--- config.mk ---
export PLATFORM = sky130hd
export DESIGN_NAME = fir_stream
export DESIGN_NICKNAME = d
export VERILOG_FILES = /design/src/rtl/fir_stream_pkg.sv /design/src/rtl/fir_mac.sv /design/src/rtl/fir_stream.sv
export SDC_FILE = /design/constraint.sdc
export NUM_CORES = 2
export LEC_CHECK = 0
export ABC_AREA = 1
export CORE_ASPECT_RATIO = 0.5
export CORE_MARGIN = 2
export CORE_UTILIZATION = 65
export CTS_BUF_LIST = sky130_fd_sc_hd__clkbuf_4 sky130_fd_sc_hd__clkbuf_8
export DETAILED_ROUTE_END_ITERATION = 8
export PLACE_DENSITY = 0.87
export SYNTH_ARGS = -nofsm -noshare
export SYNTH_HDL_FRONTEND = slang
export SYNTH_SLANG_ARGS = --single-unit
--- constraint.sdc ---
create_clock -name i_clk -period 8.1 [get_ports i_clk]
set_input_delay 0.81 -clock i_clk [delete_from_list [all_inputs] [get_ports i_clk]]
set_output_delay 0.81 -clock i_clk [all_outputs]
set_load 0.005 [all_outputs]
--- src/rtl/fir_stream_pkg.sv ---
// Shared types and width helpers for the streaming FIR filter.
package fir_stream_pkg;

  typedef enum logic [2:0] {
    StIdle,
    StMac,
    StDrain,
    StRound,
    StOut
  } fir_state_e;

  // Wide enough to sum NTAPS full-scale products without overflow.
  function automatic int unsigned acc_w(int unsigned data_w, int unsigned coef_w,
                                        int unsigned ntaps);
    return data_w + coef_w + $clog2(ntaps);
  endfunction

endpackage

--- src/rtl/fir_mac.sv ---
// Registered multiply followed by a registered accumulate, one product per cycle.
module fir_mac #(
  parameter int unsigned A_W   = 10,
  parameter int unsigned B_W   = 16,
  parameter int unsigned ACC_W = 32
) (
  input  logic                    i_clk,
  input  logic                    i_rst,
  input  logic                    i_clr,
  input  logic                    i_en,
  input  logic signed [A_W-1:0]   i_a,
  input  logic signed [B_W-1:0]   i_b,
  output logic signed [ACC_W-1:0] o_acc
);

  localparam int unsigned P_W = A_W + B_W;

  logic signed [P_W-1:0]   w_a_ext;
  logic signed [P_W-1:0]   w_b_ext;
  logic signed [P_W-1:0]   r_prod;
  logic                    r_prod_vld;
  logic signed [ACC_W-1:0] r_acc;

  assign w_a_ext = $signed({{B_W{i_a[A_W-1]}}, i_a});
  assign w_b_ext = $signed({{A_W{i_b[B_W-1]}}, i_b});

  always_ff @(posedge i_clk) begin
    if (i_rst || i_clr) begin
      r_prod     <= '0;
      r_prod_vld <= 1'b0;
      r_acc      <= '0;
    end else begin
      r_prod_vld <= i_en;
      if (i_en) r_prod <= w_a_ext * w_b_ext;
      if (r_prod_vld) r_acc <= r_acc + ACC_W'(r_prod);
    end
  end

  assign o_acc = r_acc;

endmodule

--- src/rtl/fir_stream.sv ---
// Runtime-programmable FIR with valid/ready streaming and a single shared MAC.
module fir_stream
  import fir_stream_pkg::*;
#(
  parameter int unsigned DATA_W    = 10,
  parameter int unsigned COEF_W    = 16,
  parameter int unsigned NTAPS     = 63,
  parameter int unsigned FRAC_BITS = 15,
  parameter int unsigned OUT_W     = 10
) (
  input  logic                       i_clk,
  input  logic                       i_rst,
  input  logic                       i_in_valid,
  output logic                       o_in_ready,
  input  logic signed [DATA_W-1:0]   i_in_data,
  output logic                       o_out_valid,
  input  logic                       i_out_ready,
  output logic signed [OUT_W-1:0]    o_out_data,
  output logic                       o_out_sat,
  input  logic                       i_coef_we,
  input  logic [$clog2(NTAPS)-1:0]   i_coef_addr,
  input  logic signed [COEF_W-1:0]   i_coef_wdata,
  output logic                       o_coef_drop
);

  localparam int unsigned ACC_W = acc_w(DATA_W, COEF_W, NTAPS);
  localparam int unsigned AW    = $clog2(NTAPS);

  localparam logic [AW-1:0] LAST_TAP = AW'(NTAPS - 1);
  localparam logic signed [ACC_W:0] RND_HALF = (ACC_W + 1)'(1) << (FRAC_BITS - 1);
  localparam logic signed [ACC_W:0] OUT_MAX =
    {{(ACC_W - OUT_W + 2){1'b0}}, {(OUT_W - 1){1'b1}}};
  localparam logic signed [ACC_W:0] OUT_MIN = ~OUT_MAX;

  fir_state_e r_state, w_state_nxt;

  logic [AW-1:0]            r_tap;
  logic [AW-1:0]            r_wr_ptr;
  logic signed [DATA_W-1:0] r_buf  [NTAPS];
  logic signed [COEF_W-1:0] r_coef [NTAPS];
  logic signed [OUT_W-1:0]  r_out_data;
  logic                     r_out_sat;
  logic                     r_coef_drop;

  logic                     w_accept;
  logic                     w_coef_commit;
  logic [AW:0]              w_rd_sum;
  logic [AW-1:0]            w_rd_idx;
  logic signed [ACC_W-1:0]  w_acc;
  logic signed [ACC_W:0]    w_rnd;
  logic signed [ACC_W:0]    w_shift;
  logic signed [OUT_W-1:0]  w_sat_data;
  logic                     w_sat;

  assign w_accept      = (r_state == StIdle) && i_in_valid;
  assign w_coef_commit = (r_state == StIdle) && i_coef_we &&
                         ({1'b0, i_coef_addr} < (AW + 1)'(NTAPS));

  // Tap k reads the sample k steps older than the newest one, wrapping modulo NTAPS.
  always_comb begin
    w_rd_sum = {1'b0, r_wr_ptr} - {1'b0, r_tap};
    if (r_wr_ptr < r_tap) w_rd_sum = w_rd_sum + (AW + 1)'(NTAPS);
    w_rd_idx = w_rd_sum[AW-1:0];
  end

  always_comb begin
    w_state_nxt = r_state;
    unique case (r_state)
      StIdle:  if (w_accept) w_state_nxt = StMac;
      StMac:   if (r_tap == LAST_TAP) w_state_nxt = StDrain;
      StDrain: w_state_nxt = StRound;
      StRound: w_state_nxt = StOut;
      StOut:   if (i_out_ready) w_state_nxt = StIdle;
      default: w_state_nxt = StIdle;
    endcase
  end

  always_ff @(posedge i_clk) begin
    if (i_rst) begin
      r_state     <= StIdle;
      r_tap       <= '0;
      r_wr_ptr    <= '0;
      r_coef_drop <= 1'b0;
      for (int i = 0; i < NTAPS; i++) begin
        r_buf[i]  <= '0;
        r_coef[i] <= '0;
      end
    end else begin
      r_state     <= w_state_nxt;
      r_coef_drop <= i_coef_we && (r_state != StIdle);
      if (w_accept) begin
        r_buf[r_wr_ptr] <= i_in_data;
        r_tap           <= '0;
      end else if (r_state == StMac) begin
        r_tap <= r_tap + AW'(1);
      end
      if (w_coef_commit) r_coef[i_coef_addr] <= i_coef_wdata;
      if ((r_state == StOut) && i_out_ready) begin
        r_wr_ptr <= (r_wr_ptr == LAST_TAP) ? '0 : r_wr_ptr + AW'(1);
      end
    end
  end

  fir_mac #(
    .A_W  (DATA_W),
    .B_W  (COEF_W),
    .ACC_W(ACC_W)
  ) u_mac (
    .i_clk(i_clk),
    .i_rst(i_rst),
    .i_clr(w_accept),
    .i_en (r_state == StMac),
    .i_a  (r_buf[w_rd_idx]),
    .i_b  (r_coef[r_tap]),
    .o_acc(w_acc)
  );

  // Half-up rounding: add half an LSB, then floor via arithmetic shift.
  assign w_rnd   = (ACC_W + 1)'(w_acc) + RND_HALF;
  assign w_shift = w_rnd >>> FRAC_BITS;

  always_comb begin
    w_sat      = 1'b0;
    w_sat_data = w_shift[OUT_W-1:0];
    if (w_shift > OUT_MAX) begin
      w_sat      = 1'b1;
      w_sat_data = OUT_MAX[OUT_W-1:0];
    end else if (w_shift < OUT_MIN) begin
      w_sat      = 1'b1;
      w_sat_data = OUT_MIN[OUT_W-1:0];
    end
  end

  always_ff @(posedge i_clk) begin
    if (i_rst) begin
      r_out_data <= '0;
      r_out_sat  <= 1'b0;
    end else if (r_state == StRound) begin
      r_out_data <= w_sat_data;
      r_out_sat  <= w_sat;
    end
  end

  assign o_in_ready  = (r_state == StIdle);
  assign o_out_valid = (r_state == StOut);
  assign o_out_data  = r_out_data;
  assign o_out_sat   = r_out_sat;
  assign o_coef_drop = r_coef_drop;

endmodule

==> impl_table.tex <==
\begin{tabular}{lr}
\hline
Metric & Value \\
\hline
\multicolumn{2}{l}{\textbf{Outcome}} \\
Outcome & complete, but fails checks \\
Failing checks & max-capacitance violations \\
\multicolumn{2}{l}{\textbf{Worst hold path}} \\
Worst hold path type & in2reg \\
\multicolumn{2}{l}{\textbf{Timing}} \\
Final-layout worst hold slack & 0.392 ns \\
Max Slew Vio Count & 0 \\
Largest clock skew in the final design & 0.0637 ns \\
Final worst path period share & 97.9\% \\
Total negative slack for setup checks & 0 ns \\
Highest clock rate & 126 MHz \\
Final critical path time including I/O delays and setup & 7.93 ns \\
Worst rel slew slack & 1.58\% \\
Slew @ Worst Pin & 1.47 ns \\
Total count of hold-check failures in the final report & 0 \\
Setup Viol. Count Final & 0 \\
\multicolumn{2}{l}{\textbf{Route}} \\
Antenna viol nets, final & 0 \\
Iter 0 DRT Violations & 13100 \\
Via/cell ratio & 6.51 \\
DRC viols & 0 \\
Routed wire length & 250 mm \\
Via count & 68500 \\
Detailed-routing iteration count for the pre-antenna-repair pass & 9 \\
Drt wl/cell & 23.7 µm \\
\multicolumn{2}{l}{\textbf{Worst setup path}} \\
Crit-path max FO & 15 \\
Slowest library cell on the worst path & fa\_2 \\
CP Capture Type & flip-flop \\
CP peak stage delay & 0.58 ns \\
Worst Path Arrival & 8.82 ns \\
Top Family by Delay on Critical Path & adder cells \\
Data required time at the worst endpoint & 8.99 ns \\
Number of buffer and inverter stages on the critical path & 11 \\
Kind of launch point of the worst setup path & flip-flop \\
Top cell by count, worst path & inv\_1 \\
Critical path class & reg2reg \\
\multicolumn{2}{l}{\textbf{Clocking}} \\
CTS Root Cell & clkbuf\_8 \\
Clock buffers created by TritonCTS & 232 \\
Number of buffers on the longest clock path & 3 \\
Clock edge transition at the registers on the reported setup and hold paths & 0.07 ns \\
H-tree depth & 4 \\
Sink Count & 1756 \\
Insertion delay of the later-clocked pin in the worst-skew pair & 1.02 ns \\
CTS tree & yes \\
Hold-fix buffers at CTS & 0 \\
\multicolumn{2}{l}{\textbf{Placed design}} \\
Gpl congestion & 1.00 \\
HPWL Detailed & 145 mm \\
Port Buf Inserts & 50 \\
Number of placed cells counting well taps & 10000 \\
\multicolumn{2}{l}{\textbf{GRT}} \\
Total track usage & 35.7\% \\
Wire length of the first global-routing pass & 370 mm \\
Via count of the first global-routing pass & 65100 \\
Pin count of the biggest net entering global routing & 105 \\
Initial antenna violation count & 10 \\
Global-route congestion overflow total & 0 \\
\multicolumn{2}{l}{\textbf{Floorplanning}} \\
Starting utilization of the core area & 65.4\% \\
CORE AREA & 131000 µm² \\
Y dimension of the die & 261 µm \\
Row count & 94 \\
Width of the chip & 518 µm \\
Die ar. & 135000 µm² \\
I/O pin count & 51 \\
\multicolumn{2}{l}{\textbf{Synthesis}} \\
Library cell with the largest summed area after synthesis & edfxtp\_1 \\
Most used standard cell by instance count after synthesis & nor2\_1 \\
Number of different library cells in the post-synthesis netlist & 51 \\
Most common flop cell mapped by yosys & edfxtp\_1 \\
Total standard cell area after synthesis & 85700 µm² \\
Top cells by count, synth & nor2\_1 (1959), edfxtp\_1 (1664), nand2\_1 (1571) \\
Avg Cell Area, Syn & 9.87 µm² \\
Share of the synthesized area in the top cell type & 58.3\% \\
Total of flip-flops plus latches after synthesis & 1756 \\
Largest cells by area after synthesis & edfxtp\_1 (58\%), nor2\_1 (8.6\%), nand2\_1 (6.9\%) \\
Synthesized instance count & 8681 \\
Count of flip-flops with a built-in enable after synthesis & 1664 \\
Share of synthesized flip-flops with an asynchronous set or reset & 0\% \\
Sequential area share after synthesis & 60.5\% \\
Yosys warning total & 0 \\
\multicolumn{2}{l}{\textbf{Layout}} \\
Synth-to-layout area growth & 8.95\% \\
Layout cell share with drive strength beyond 1 & 8.34\% \\
Final layout net count & 8807 \\
Final Instance Count excl. Fillers & 10500 \\
\multicolumn{2}{l}{\textbf{Power and ir drop}} \\
Highest ir drop seen on vdd & 1.50 mV \\
Static leakage power & 37.0 nW \\
Power density over cell area & 366 nW/µm² \\
\multicolumn{2}{l}{\textbf{Job}} \\
Count of max-cap constraint violations & 1 \\
\hline
\end{tabular}
placed cells by master, fill, tap and decap left out, types with 17 or more instances in the layout:
| master | synthesis | routed |
|---|---|---|
| nor2_1 | 1959 | 1958 |
| edfxtp_1 | 1664 | 1664 |
| nand2_1 | 1571 | 1566 |
| nand3_1 | 655 | 634 |
| a21oi_1 | 434 | 432 |
| inv_1 | 381 | 376 |
| o21ai_0 | 361 | 360 |
| clkbuf_8 | 0 | 237 |
| buf_4 | 32 | 170 |
| fa_1 | 142 | 140 |
| a32o_1 | 104 | 104 |
| ha_1 | 103 | 101 |
| a221oi_1 | 88 | 88 |
| dfxtp_1 | 92 | 86 |
| o211ai_1 | 82 | 82 |
| clkinv_1 | 4 | 76 |
| clkbuf_4 | 0 | 63 |
| o22ai_1 | 59 | 59 |
| clkdlybuf4s50_1 | 0 | 50 |
| clkinv_2 | 0 | 44 |
| o221ai_1 | 40 | 40 |
| buf_12 | 0 | 38 |
| xor2_1 | 39 | 37 |
| nor3_1 | 37 | 32 |
| inv_2 | 31 | 31 |
| nand3_2 | 1 | 17 |
| o21bai_1 | 17 | 17 |
| xnor2_1 | 19 | 17 |
worst reg2reg max path: cells and delay by family (launching register included):
family | cells | cell delay [ns]
buffers and inverters | 11 | 1.01
AND/OR/NAND/NOR | 14 | 2.26
flip-flops | 1 | 0.32
adder cells (fa/ha/maj) | 9 | 3.89
AO/OA/AOI/OAI | 3 | 0.38
through the flow:
stage	worst slack, ns	power (W)	utilization, %	instance area (µm²)
floorplan	0.850	0.0224	-	85800
global placement	0.155	0.0260	66.9	87800
detailed placement	0.0564	0.0264	66.9	87800
CTS	0.0371	0.0331	70.6	92500
global route	-0.105	0.0366	71.2	93400
finish	0.172	0.0341	71.2	93400
per-layer routing:
| layer | up-vias | share of wire, % | GRT usage [%] |
|---|---|---|---|
| met2 | 5992 | 44 | 55.0 |
| met1 | 31900 | 33 | 45.7 |
| met4 | 10 | 6.4 | 20.8 |
| li1 | 29400 | - | - |
| met3 | 1185 | 16 | 10.1 |
| met5 | - | 0.032 | 0 |
sequential cells by signal, summed over array words and instances, names as in the netlist, named ones only:
register          flops
o_coef_drop           1
u_mac.r_prod_vld      1
u_mac.o_acc          32
r_wr_ptr              6
r_buf               640
o_out_data           10
r_coef             1024
r_state               3
o_out_sat             1
r_tap                 6
u_mac.r_prod         26
power breakdown:
group	total, W	switching (W)	internal (W)	leakage [nW]
clock	0.00691	0.00351	0.00340	2.51
sequential	0.0104	0.000150	0.0103	17.5
combinational	0.0168	0.0107	0.00607	17.0
logic make-up after synthesis:
logic type               count (synthesis)  synth area share [%]
AO/OA/AOI/OAI                         1232                  8.92
XOR/XNOR                                58                 0.593
adder cells (fa/ha/maj)                245                  4.82
buffers and inverters                 1105                  5.19
flip-flops                            1756                  60.5
other                                    1               0.00438
AND/OR/NAND/NOR                       4284                  20.0
path summary, 6_finish.rpt:
check,depth (start not counted),slack (ns),start,to
setup / recovery,37,0.17,r_wr_ptr[0],u_mac.r_prod[24]
hold / removal,1,0.39,i_coef_wdata[5],r_coef[63][5]
setup reg to reg,37,0.17,r_wr_ptr[0],u_mac.r_prod[24]
hold reg to reg,2,0.48,u_mac.r_prod[3],u_mac.r_prod[3]
cell type report:
class | count | area [µm²]
Antenna cell | 4 | 10.0
Clock buffer | 300 | 3730
Clock inverter | 141 | 996
Fill cell | 8515 | 37800
Inverter | 416 | 1590
Multi-Input combinational cell | 5837 | 29900
Sequential cell | 1756 | 51800
Tap cell | 1776 | 2220
Timing Repair Buffer | 282 | 3080
repair_timing:
item | in CTS | in global routing
gates cloned | 2 | 13
endpoints found under the setup margin | 1 | 14
pin swaps | 1 | 15
resized for setup | 0 | 77
setup buffers | 2 | 17
hold endpoints to repair | 0 | 0
(Power assumes the default switching activity.)
